--- src/rtl/serial_adder_ctrl.sv ---
// Bit-serial add/subtract controller: one full-adder cell reused across WIDTH
// steps, LSB first, with registered sum/cout/ovf and a one-cycle done pulse.
module serial_adder_ctrl #(
  parameter int WIDTH = 8
) (
  input  logic             clk,
  input  logic             rst_n,
  input  logic             start,
  input  logic             sub,
  input  logic [WIDTH-1:0] a,
  input  logic [WIDTH-1:0] b,
  input  logic             cin,
  output logic             busy,
  output logic             done,
  output logic [WIDTH-1:0] sum,
  output logic             cout,
  output logic             ovf,
  output logic [1:0]       dbg_state
);

  // Handshake: start is sampled only in IDLE; an accepted start launches one
  // operation, busy is high during the WIDTH ADD cycles, and done pulses for
  // exactly one cycle when sum/cout/ovf first show the new result. No queueing.

  localparam logic [1:0] IDLE = 2'd0;
  localparam logic [1:0] ADD  = 2'd1;
  localparam logic [1:0] DONE = 2'd2;

  localparam int CW = ($clog2(WIDTH + 1) < 1) ? 1 : $clog2(WIDTH + 1);
  localparam logic [CW-1:0] LAST = CW'(WIDTH - 1);

  logic [1:0]       state;
  logic [WIDTH-1:0] a_sr;
  logic [WIDTH-1:0] b_sr;
  logic [WIDTH-1:0] sum_sr;
  logic             carry;
  logic             msb_cin;
  logic [CW-1:0]    cnt;

  logic             bit_sum;
  logic             bit_carry;
  logic [WIDTH-1:0] sum_nx;

  always_comb begin
    bit_sum   = a_sr[0] ^ b_sr[0] ^ carry;
    bit_carry = (a_sr[0] & b_sr[0]) | (carry & (a_sr[0] ^ b_sr[0]));
    sum_nx    = sum_sr >> 1;
    sum_nx[WIDTH-1] = bit_sum;
  end

  assign dbg_state = state;

  always_ff @(posedge clk or negedge rst_n) begin
    if (!rst_n) begin
      state   <= IDLE;
      a_sr    <= '0;
      b_sr    <= '0;
      sum_sr  <= '0;
      carry   <= 1'b0;
      msb_cin <= 1'b0;
      cnt     <= '0;
      busy    <= 1'b0;
      done    <= 1'b0;
      sum     <= '0;
      cout    <= 1'b0;
      ovf     <= 1'b0;
    end else begin
      done <= 1'b0;
      case (state)
        IDLE: begin
          if (start) begin
            a_sr   <= a;
            b_sr   <= sub ? ~b : b;
            carry  <= sub ? 1'b1 : cin;
            cnt    <= '0;
            sum_sr <= '0;
            busy   <= 1'b1;
            state  <= ADD;
          end
        end
        ADD: begin
          sum_sr <= sum_nx;
          a_sr   <= a_sr >> 1;
          b_sr   <= b_sr >> 1;
          carry  <= bit_carry;
          cnt    <= cnt + CW'(1);
          if (cnt == LAST) begin
            // carry entering the MSB cell is the pre-update carry of this step
            msb_cin <= carry;
            busy    <= 1'b0;
            state   <= DONE;
          end
        end
        DONE: begin
          sum   <= sum_sr;
          cout  <= carry;
          ovf   <= msb_cin ^ carry;
          done  <= 1'b1;
          state <= IDLE;
        end
        default: begin
          busy  <= 1'b0;
          state <= IDLE;
        end
      endcase
    end
  end

endmodule

--- config.mk ---
export PLATFORM = sky130hd
export DESIGN_NAME = serial_adder_ctrl
export DESIGN_NICKNAME = d
export VERILOG_FILES = /design/src/rtl/serial_adder_ctrl.sv
export SDC_FILE = /design/constraint.sdc
export NUM_CORES = 1
export LEC_CHECK = 0
export BUFFER_PORTS_ARGS = -buffer_cell sky130_fd_sc_hd__buf_2
export CAP_MARGIN = 5
export CORE_ASPECT_RATIO = 1.75
export CORE_MARGIN = 2
export CORE_UTILIZATION = 35
export DETAILED_ROUTE_END_ITERATION = 6
export MAX_ROUTING_LAYER = met4
export PLACE_DENSITY = 0.62
export SLEW_MARGIN = 20
export SYNTH_ARGS = -nofsm -noshare
export SYNTH_HDL_FRONTEND = slang
export SYNTH_SLANG_ARGS = --single-unit
--- constraint.sdc ---
create_clock -name clk -period 1.6 [get_ports clk]
set_clock_uncertainty 0.05 [all_clocks]
set_input_delay 0.4 -clock clk [delete_from_list [all_inputs] [get_ports clk]]
set_output_delay 0.4 -clock clk [all_outputs]
set_load 0.05 [all_outputs]
Word-level counts from Yosys, hierarchy flattened

Index checks and enable logic that the tools add are counted.

Register bits: 44
Input bits: 21
Output and inout bits: 14
Word-level logic and storage cells: 51

$add $sub $neg: 1
Equality and inequality tests: 5
Muxes and demuxes: 19
Bitwise logic cells: 8
Reductions and logical operators: 6

Operators with widths:

| operator                                      | number |
|---|---|
| one-hot mux 8 bit (2 select lines)            | 3 |
| two-way mux 8 bit                             | 4 |
| inverter 8 bit                                | 1 |
| one-hot mux 4 bit (2 select lines)            | 1 |
| AND reduction 2 bit                           | 3 |
| two-way mux 1 bit                             | 5 |
| adder 4 x 1 -> 4 bit, second input constant   | 1 |
| == test 4 x 3 -> 1 bit, second input constant | 1 |
| two-way mux 2 bit                             | 2 |
| two-way mux 4 bit                             | 1 |
| inequality test 2 bit, second input constant  | 2 |
| one-hot mux 2 bit (2 select lines)            | 1 |
| one-hot mux 1 bit (3 select lines)            | 1 |
| AND reduction 3 bit                           | 1 |
| XOR 1 bit                                     | 3 |
| AND 1 bit                                     | 2 |
| == test 2 x 1 -> 1 bit, second input constant | 1 |
| == test 2 bit, second input constant          | 1 |
| logical NOT 2 bit                             | 1 |
| one-hot mux 1 bit (2 select lines)            | 1 |
| nonzero test 2 bit                            | 1 |
| inverter 1 bit                                | 1 |
| bitwise OR 1 bit                              | 1 |

Longest topological paths before layout

Gate-level depths: netlist of the first run.

Depth after elaboration: 4
Gate-level depth with buffers: 5
Depth with buffers taken out: 4

Worst setup path after synthesis of the first run

No wires, ideal clock.

Kind: reg2reg
Start: reg state[1], in the netlist dbg_state[1]
End: reg sum[0]
Library setup time: 0.125 ns
Arrival: 1.423 ns
Data required time: 1.425 ns
Slack: 0.002 ns
Stages on the path, launching flop included: 5
Buffers on the path: 2
Period minus slack after synthesis: 1.598 ns
Cells stage by stage: dfrtp_1 buf_4 nand2b_4 buf_6 mux2_4

Longest elaborated chain between the ends: 1

RTL lines:

| what                   | RTL line | source |
|---|---|---|
| start, declared        | 32       | `logic [1:0] state;` |
| start signal, assigned | 55       | `state <= IDLE;` |
| start signal, assigned | 78       | `state <= ADD;` |
| start signal, assigned | 91       | `state <= DONE;` |
| == test 2 bit          | 69       | `case (state)` |
| end signal, assigned   | 95       | `sum <= sum_sr;` |
| end, declared          | 15       | `output logic [WIDTH-1:0] sum,` |

No other way between the ends.
A chain may end at the register's enable or synchronous reset.

Worst setup path in the final report of the first run

Start: reg state[1], in the netlist dbg_state[1]
End: out dbg_state[1]

RTL lines:

| what          | RTL line | source |
|---|---|---|
| end, declared | 18       | `output logic [1:0] dbg_state` |

No word-level cell between the ends.

==> results.sh, run 1 <==
export IMPL_ys_ff_latch=44
export IMPL_clk_latency_ps=290
export IMPL_dp_cells=290
export IMPL_cp_end_kind="primary output"
export IMPL_setup_viol=0
export IMPL_hp_class="in2async"
export IMPL_fin_nets=246
export IMPL_finalNonFillerCells=300
export IMPL_combPwrFrac=0.406
export IMPL_synth_nets=201
export IMPL_grt_remaining_overflow=0
export IMPL_wl_per_cell_um=14.02
export IMPL_clock_sinks=44
export IMPL_fmax_ghz=0.6375
export IMPL_synth_top_family_by_area="compound AO/OA/AOI/OAI gates"
export IMPL_dr_wl_met2_mm=2.249
export IMPL_fin_crit_sh=0.9804
export IMPL_period_needed_ps=1569
export IMPL_wl_met1_mm=1.783
export IMPL_syn_area_per_cell_sq_um=11.42
export IMPL_netlist_top_cells_area="dfrtp_1 54%, mux2_4 3.7%, nand2_1 3.7%, a22o_1 3.4%, xnor2_1 3.4%"
export IMPL_power_mw=4.670
export IMPL_yosys_area_top_type_share=0.5415
export IMPL_clk_pin_slew_ps=80
export IMPL_clkPwrFrac=0.198
export IMPL_worstSetupStartpointType="flop"
export IMPL_io_buffers=34
export IMPL_grt_pass1_wl_mm=6.831
export IMPL_grt_pass1_vias=1474
export IMPL_dr_total_vias=1476
export IMPL_leakagePower_nw=1.203
export IMPL_whs_ps=17.92
export IMPL_synth_commonest_cells="44 x dfrtp_1, 20 x nand2_1, 13 x o21ai_1, 10 x a21oi_1, 10 x nor2b_1"
export IMPL_ys_flop_type="dfrtp_1"
export IMPL_routed_top_layer="met4"
export IMPL_synthMuxAreaShare=0.05908
export IMPL_layout_drive_gt1_share=0.3259
export IMPL_die_area_sq_um=6459
export IMPL_yosys_area_share_simple=0.1120
export IMPL_outcome="finished clean"
export IMPL_fin_util=0.4489
export IMPL_grt_antenna_before_repair=0
export IMPL_cts_root_buf="clkbuf_8"
export IMPL_num_antenna_cells=0
export IMPL_cts_tree="yes"
export IMPL_p_int_mw=2.890
export IMPL_tightest_slew_ps=368.6
export IMPL_synth_xor_area_share=0.03877
export IMPL_worstPathMaxFanout=8
export IMPL_relSlewSlack=0.7541
export IMPL_die_y_um=104.8
export IMPL_h_tree_depth=2
export IMPL_synth_edff_count=0
export IMPL_p_switching_mw=1.780
export IMPL_pin_count=35
export IMPL_p_seq_frac=0.395
export IMPL_rows=36
export IMPL_final_antenna_net_count=0
export IMPL_ys_seq_area_frac=0.5415
export IMPL_grt_usage=0.1423
export IMPL_wl_met3_um=100
export IMPL_power_density_nw_per_um2=1862
export IMPL_clock_path_buffers=2
export IMPL_slew_viol_final=0
export IMPL_sw_frac_of_total=0.3812
export IMPL_drc=0
export IMPL_via_per_inst=4.920
export IMPL_tns_ps=0
export IMPL_hold_viol=0
export IMPL_worstPathArrival_ps=1120
export IMPL_synth_most_common_cell="dfrtp_1"
export IMPL_finalWirelength_mm=4.207
export IMPL_fill_cells=567
export IMPL_gp_congestion=0.7824
export IMPL_cts_hold_buf=0
export IMPL_crit_type="reg2out"
export IMPL_synthCells=178
export IMPL_synth_fa_ha_area_frac=0.01600
export IMPL_cts_buffers=5
export IMPL_yosysTopAreaCell="dfrtp_1"
export IMPL_synth_cell_types=39
export IMPL_synth_compound_area_frac=0.1889
export IMPL_dp_hpwl_mm=2.963
export IMPL_start_util=0.3640
export IMPL_maxCapViolCount=0
export IMPL_cp_required_ps=1150
export IMPL_drt_pass1_iterations=4
export IMPL_area_growth_pct=23.32
export IMPL_peakVddDrop_v=0.0006276
export IMPL_async_reset_ff_frac=1.000
export IMPL_drt_iter0_drc=30
export IMPL_ys_warn_count=0
export IMPL_grt_start_max_net_pins=45
export IMPL_syn_area_sq_um=2033
export IMPL_chipWidth_um=61.62
export IMPL_core_area_sq_um=5585
## cells by family (layout without fill, tap and decap cells)
logic type      count (synthesis)  after routing
compound gates                 53             53
xor+xnor                        9              9
fa+ha+maj                       2              2
buf+inv                        17             63
flops                          44             44
mux                             9              9
simple gates                   44             44
## state kept, by name (all words and copies together) (netlist names)
| register | flops |
|---|---|
| msb_cin | 1 |
| a_sr | 8 |
| sum | 8 |
| dbg_state | 2 |
| carry | 1 |
| b_sr | 8 |
| sum_sr | 8 |
| cout | 1 |
| busy | 1 |
| ovf | 1 |
| cnt | 4 |
| done | 1 |
## cell type report
cell class              count  area (sq um)  area share
inverters                   5         18.77    0.007485
clock buffers               7         96.34     0.03842
multi-input cells         117         843.3      0.3363
clock inverters             1         30.03     0.01198
repair buffers             50         320.3      0.1277
flip-flops and latches     44          1104      0.4401
well taps                  76         95.09     0.03792
## metal layers
layer	vias to the layer above	GRT usage
li1	716	-
met1	732	0.1684
met2	24	0.2338
met3	4	0.02228
met4	0	0.05471
met5	-	-
## power by group through the flow
stage | Combinational [mW] | Sequential [mW] | Clock (mW)
2_1_floorplan | 0.995 | 2.19 | 0
3_3_place_gp | 1.86 | 1.86 | 0
3_5_place_dp | 1.89 | 1.87 | 0
4_1_cts | 1.91 | 1.85 | 0.947
5_1_grt | 2.06 | 1.91 | 0.983
6_report | 1.90 | 1.85 | 0.926
## final timing paths
path	startpoint	to	slack (ps)	depth (start not counted)
min reg2reg	ovf$_DFFE_PN0P_	ovf$_DFFE_PN0P_	440	2
min	rst_n	ovf$_DFFE_PN0P_	20	2
min in group clk	a[2]	a_sr[2]$_DFFE_PN0P_	320	3
max reg2reg	dbg_state[0]$_DFFE_PN0P_	b_sr[5]$_DFFE_PN0P_	120	3
max in group asynchronous	rst_n	dbg_state[0]$_DFFE_PN0P_	1260	2
max	dbg_state[1]$_DFFE_PN0P_	dbg_state[1]	30	2
## through the flow
stage | worst slack, ps | instance area (sq um)
2_1_floorplan | 2.153 | 2033
3_3_place_gp | 171.0 | 2359
3_5_place_dp | 150.6 | 2359
4_1_cts | 19.20 | 2491
5_1_grt | -2.064 | 2507
6_report | 31.32 | 2507
## layout by cell type (no fill, tap or decap), drive strengths merged, types with 8 or more instances in the layout
| cell type | Yosys | final |
|---|---|---|
| nand2 | 20 | 20 |
| a21oi | 10 | 10 |
| buf | 11 | 50 |
| xnor2 | 8 | 8 |
| mux2 | 9 | 9 |
| a22o | 8 | 8 |
| dfrtp | 44 | 44 |
| nor2b | 10 | 10 |
| a22oi | 8 | 8 |
| o21ai | 14 | 14 |
## worst max-delay path, cell delays in order, from the launching register on
cell     delay, ps
dfrtp_2        470
buf_4          170
buf_4          180
## what timing repair did
action / in CTS / in global routing
buffers inserted: 0 / 2
endpoints found under the setup margin: 2 / 2
gates resized for setup: 3 / 1
No activity file was read; power rests on OpenSTA's default activity.
==> inputs of run 2 (changes only) <==
--- a/config.mk
+++ b/config.mk
@@ -7,7 +7,7 @@
 export LEC_CHECK = 0
 export BUFFER_PORTS_ARGS = -buffer_cell sky130_fd_sc_hd__buf_2
 export CAP_MARGIN = 5
-export CORE_ASPECT_RATIO = 1.75
+export CORE_ASPECT_RATIO = 1.1
 export CORE_MARGIN = 2
 export CORE_UTILIZATION = 35
 export DETAILED_ROUTE_END_ITERATION = 6
==> results.sh, run 2 (synthesis results as in run 1) <==
export IMPL_worstSetupStartpointType="flop"
export IMPL_worstPathMaxFanout=5
export IMPL_cp_required_ps=1150
export IMPL_fin_crit_sh=0.9642
export IMPL_finalWirelength_mm=3.879
export IMPL_relSlewSlack=0.8085
export IMPL_rr_worst_depth=3
export IMPL_num_antenna_cells=0
export IMPL_crit_chain="buf_4 > clkbuf_4"
export IMPL_regToRegSetupSlack_ps=150
export IMPL_die_y_um=83.94
export IMPL_fin_util=0.4366
export IMPL_tns_ps=0
export IMPL_pin_count=35
export IMPL_setup_slack_ps=57.34
export IMPL_drt_pass1_iterations=4
export IMPL_fmax_ghz=0.6482
export IMPL_leakagePower_nw=1.192
export IMPL_gp_congestion=0.8315
export IMPL_io_buffers=34
export IMPL_cp_end_kind="primary output"
export IMPL_via_per_inst=4.813
export IMPL_layout_drive_gt1_share=0.3184
export IMPL_crit_slowest_cell="dfrtp_1"
export IMPL_tightest_slew_ps=287.3
export IMPL_core_area_sq_um=5697
export IMPL_maxCapViolCount=0
export IMPL_clk_latency_ps=290
export IMPL_grt_remaining_overflow=0
export IMPL_dpl_worst_slack_ps=168.8
export IMPL_clk_pin_slew_ps=80
export IMPL_power_mw=4.585
export IMPL_final_antenna_net_count=0
export IMPL_cts_tree="yes"
export IMPL_start_util=0.3569
export IMPL_setup_viol=0
export IMPL_crit_type="reg2out"
export IMPL_finalInstanceArea_sq_um=2487
export IMPL_grt_pass1_vias=1455
export IMPL_rows=29
export IMPL_dr_total_vias=1444
export IMPL_dp_hpwl_mm=2.749
export IMPL_layout_common_cells="43 x dfrtp_1, 32 x buf_2, 20 x nand2_1"
export IMPL_hp_class="in2async"
export IMPL_grt_usage=0.1318
export IMPL_area_growth_pct=22.34
export IMPL_final_common_cell="dfrtp_1"
export IMPL_cts_hold_buf=0
export IMPL_hold_viol=0
export IMPL_clock_sinks=44
export IMPL_worstPathArrival_ps=1090
export IMPL_outcome="finished clean"
export IMPL_dpl_cell_area_sq_um=2340
export IMPL_peakVddDrop_v=0.0007380
export IMPL_die_area_sq_um=6435
export IMPL_startpoint="dbg_state[0]$_DFFE_PN0P_"
export IMPL_h_tree_depth=2
export IMPL_cpPeakStageDelay_ps=420
export IMPL_drc=0
export IMPL_drt_iter0_drc=41
export IMPL_grt_start_max_net_pins=45
export IMPL_slew_viol_final=0
export IMPL_rr_endpoint="b_sr[3]$_DFFE_PN0P_"
export IMPL_period_needed_ps=1543
export IMPL_chipWidth_um=76.67
export IMPL_power_density_nw_per_um2=1843
export IMPL_wl_per_cell_um=12.93
export IMPL_clock_path_buffers=2
export IMPL_rr_startpoint="dbg_state[1]$_DFFE_PN0P_"
export IMPL_cts_buffers=5
export IMPL_grt_pass1_wl_mm=6.658
export IMPL_grt_antenna_before_repair=0
export IMPL_fin_nets=245
export IMPL_cts_root_buf="clkbuf_8"
[run 2: changes by cell type in the layout (fill, tap and decap cells not counted), sizes merged]
cell / previous run / this run
buf: 50 / 48
clkbuf: 7 / 8
[run 2: worst max-delay path by stage]
stage | to | slack, ps
after floorplan | sum[0]$_DFFE_PN0P_ | 2
after global placement | dbg_state[1] | 200
after detailed placement | msb_cin$_DFFE_PN0P_ | 170
after CTS | dbg_state[1] | 2
after global routing | dbg_state[0] | -3
final | dbg_state[0] | 60
[run 2: final cells by class]
class                      count  area, sq um
tap                           77        96.34
fill                         583         3209
clock inverter                 1        30.03
multi-input combinational    117        843.3
sequential                    44         1102
clock buffer                   7        96.34
inverter                       5        18.77
timing repair buffer          49        300.3
[run 2: worst max-delay path: cells and delay by family, from the launching register on]
kind	cells	cell delay (ps)
buffers and inverters	2	380
DFF	1	420
[run 2: through the flow]
stage                     cells  hold WS, ps
after detailed placement    290        349.8
after global routing        300        22.50
after floorplan             178        54.41
after global placement      290        347.0
final                       300        14.87
after CTS                   298        26.36
[run 2: what timing repair did]
action | in CTS | in global routing
buffers inserted | 0 | 2
pin swaps | 0 | 0
resized for setup | 2 | 1
setup endpoints to repair | 1 | 2
[run 2: report_power, final]
| part | switching [mW] | internal (mW) |
|---|---|---|
| combinational | 1.07 | 0.765 |
| sequential | 0.294 | 1.53 |
| clock | 0.374 | 0.551 |
[run 2: metal layers]
| layer | wire length [um] | GRT usage |
|---|---|---|
| met5 | 0 | - |
| met2 | 1850 | 0.2065 |
| met3 | 128 | 0.03139 |
| met1 | 1863 | 0.1690 |
| met4 | 36 | 0.04132 |
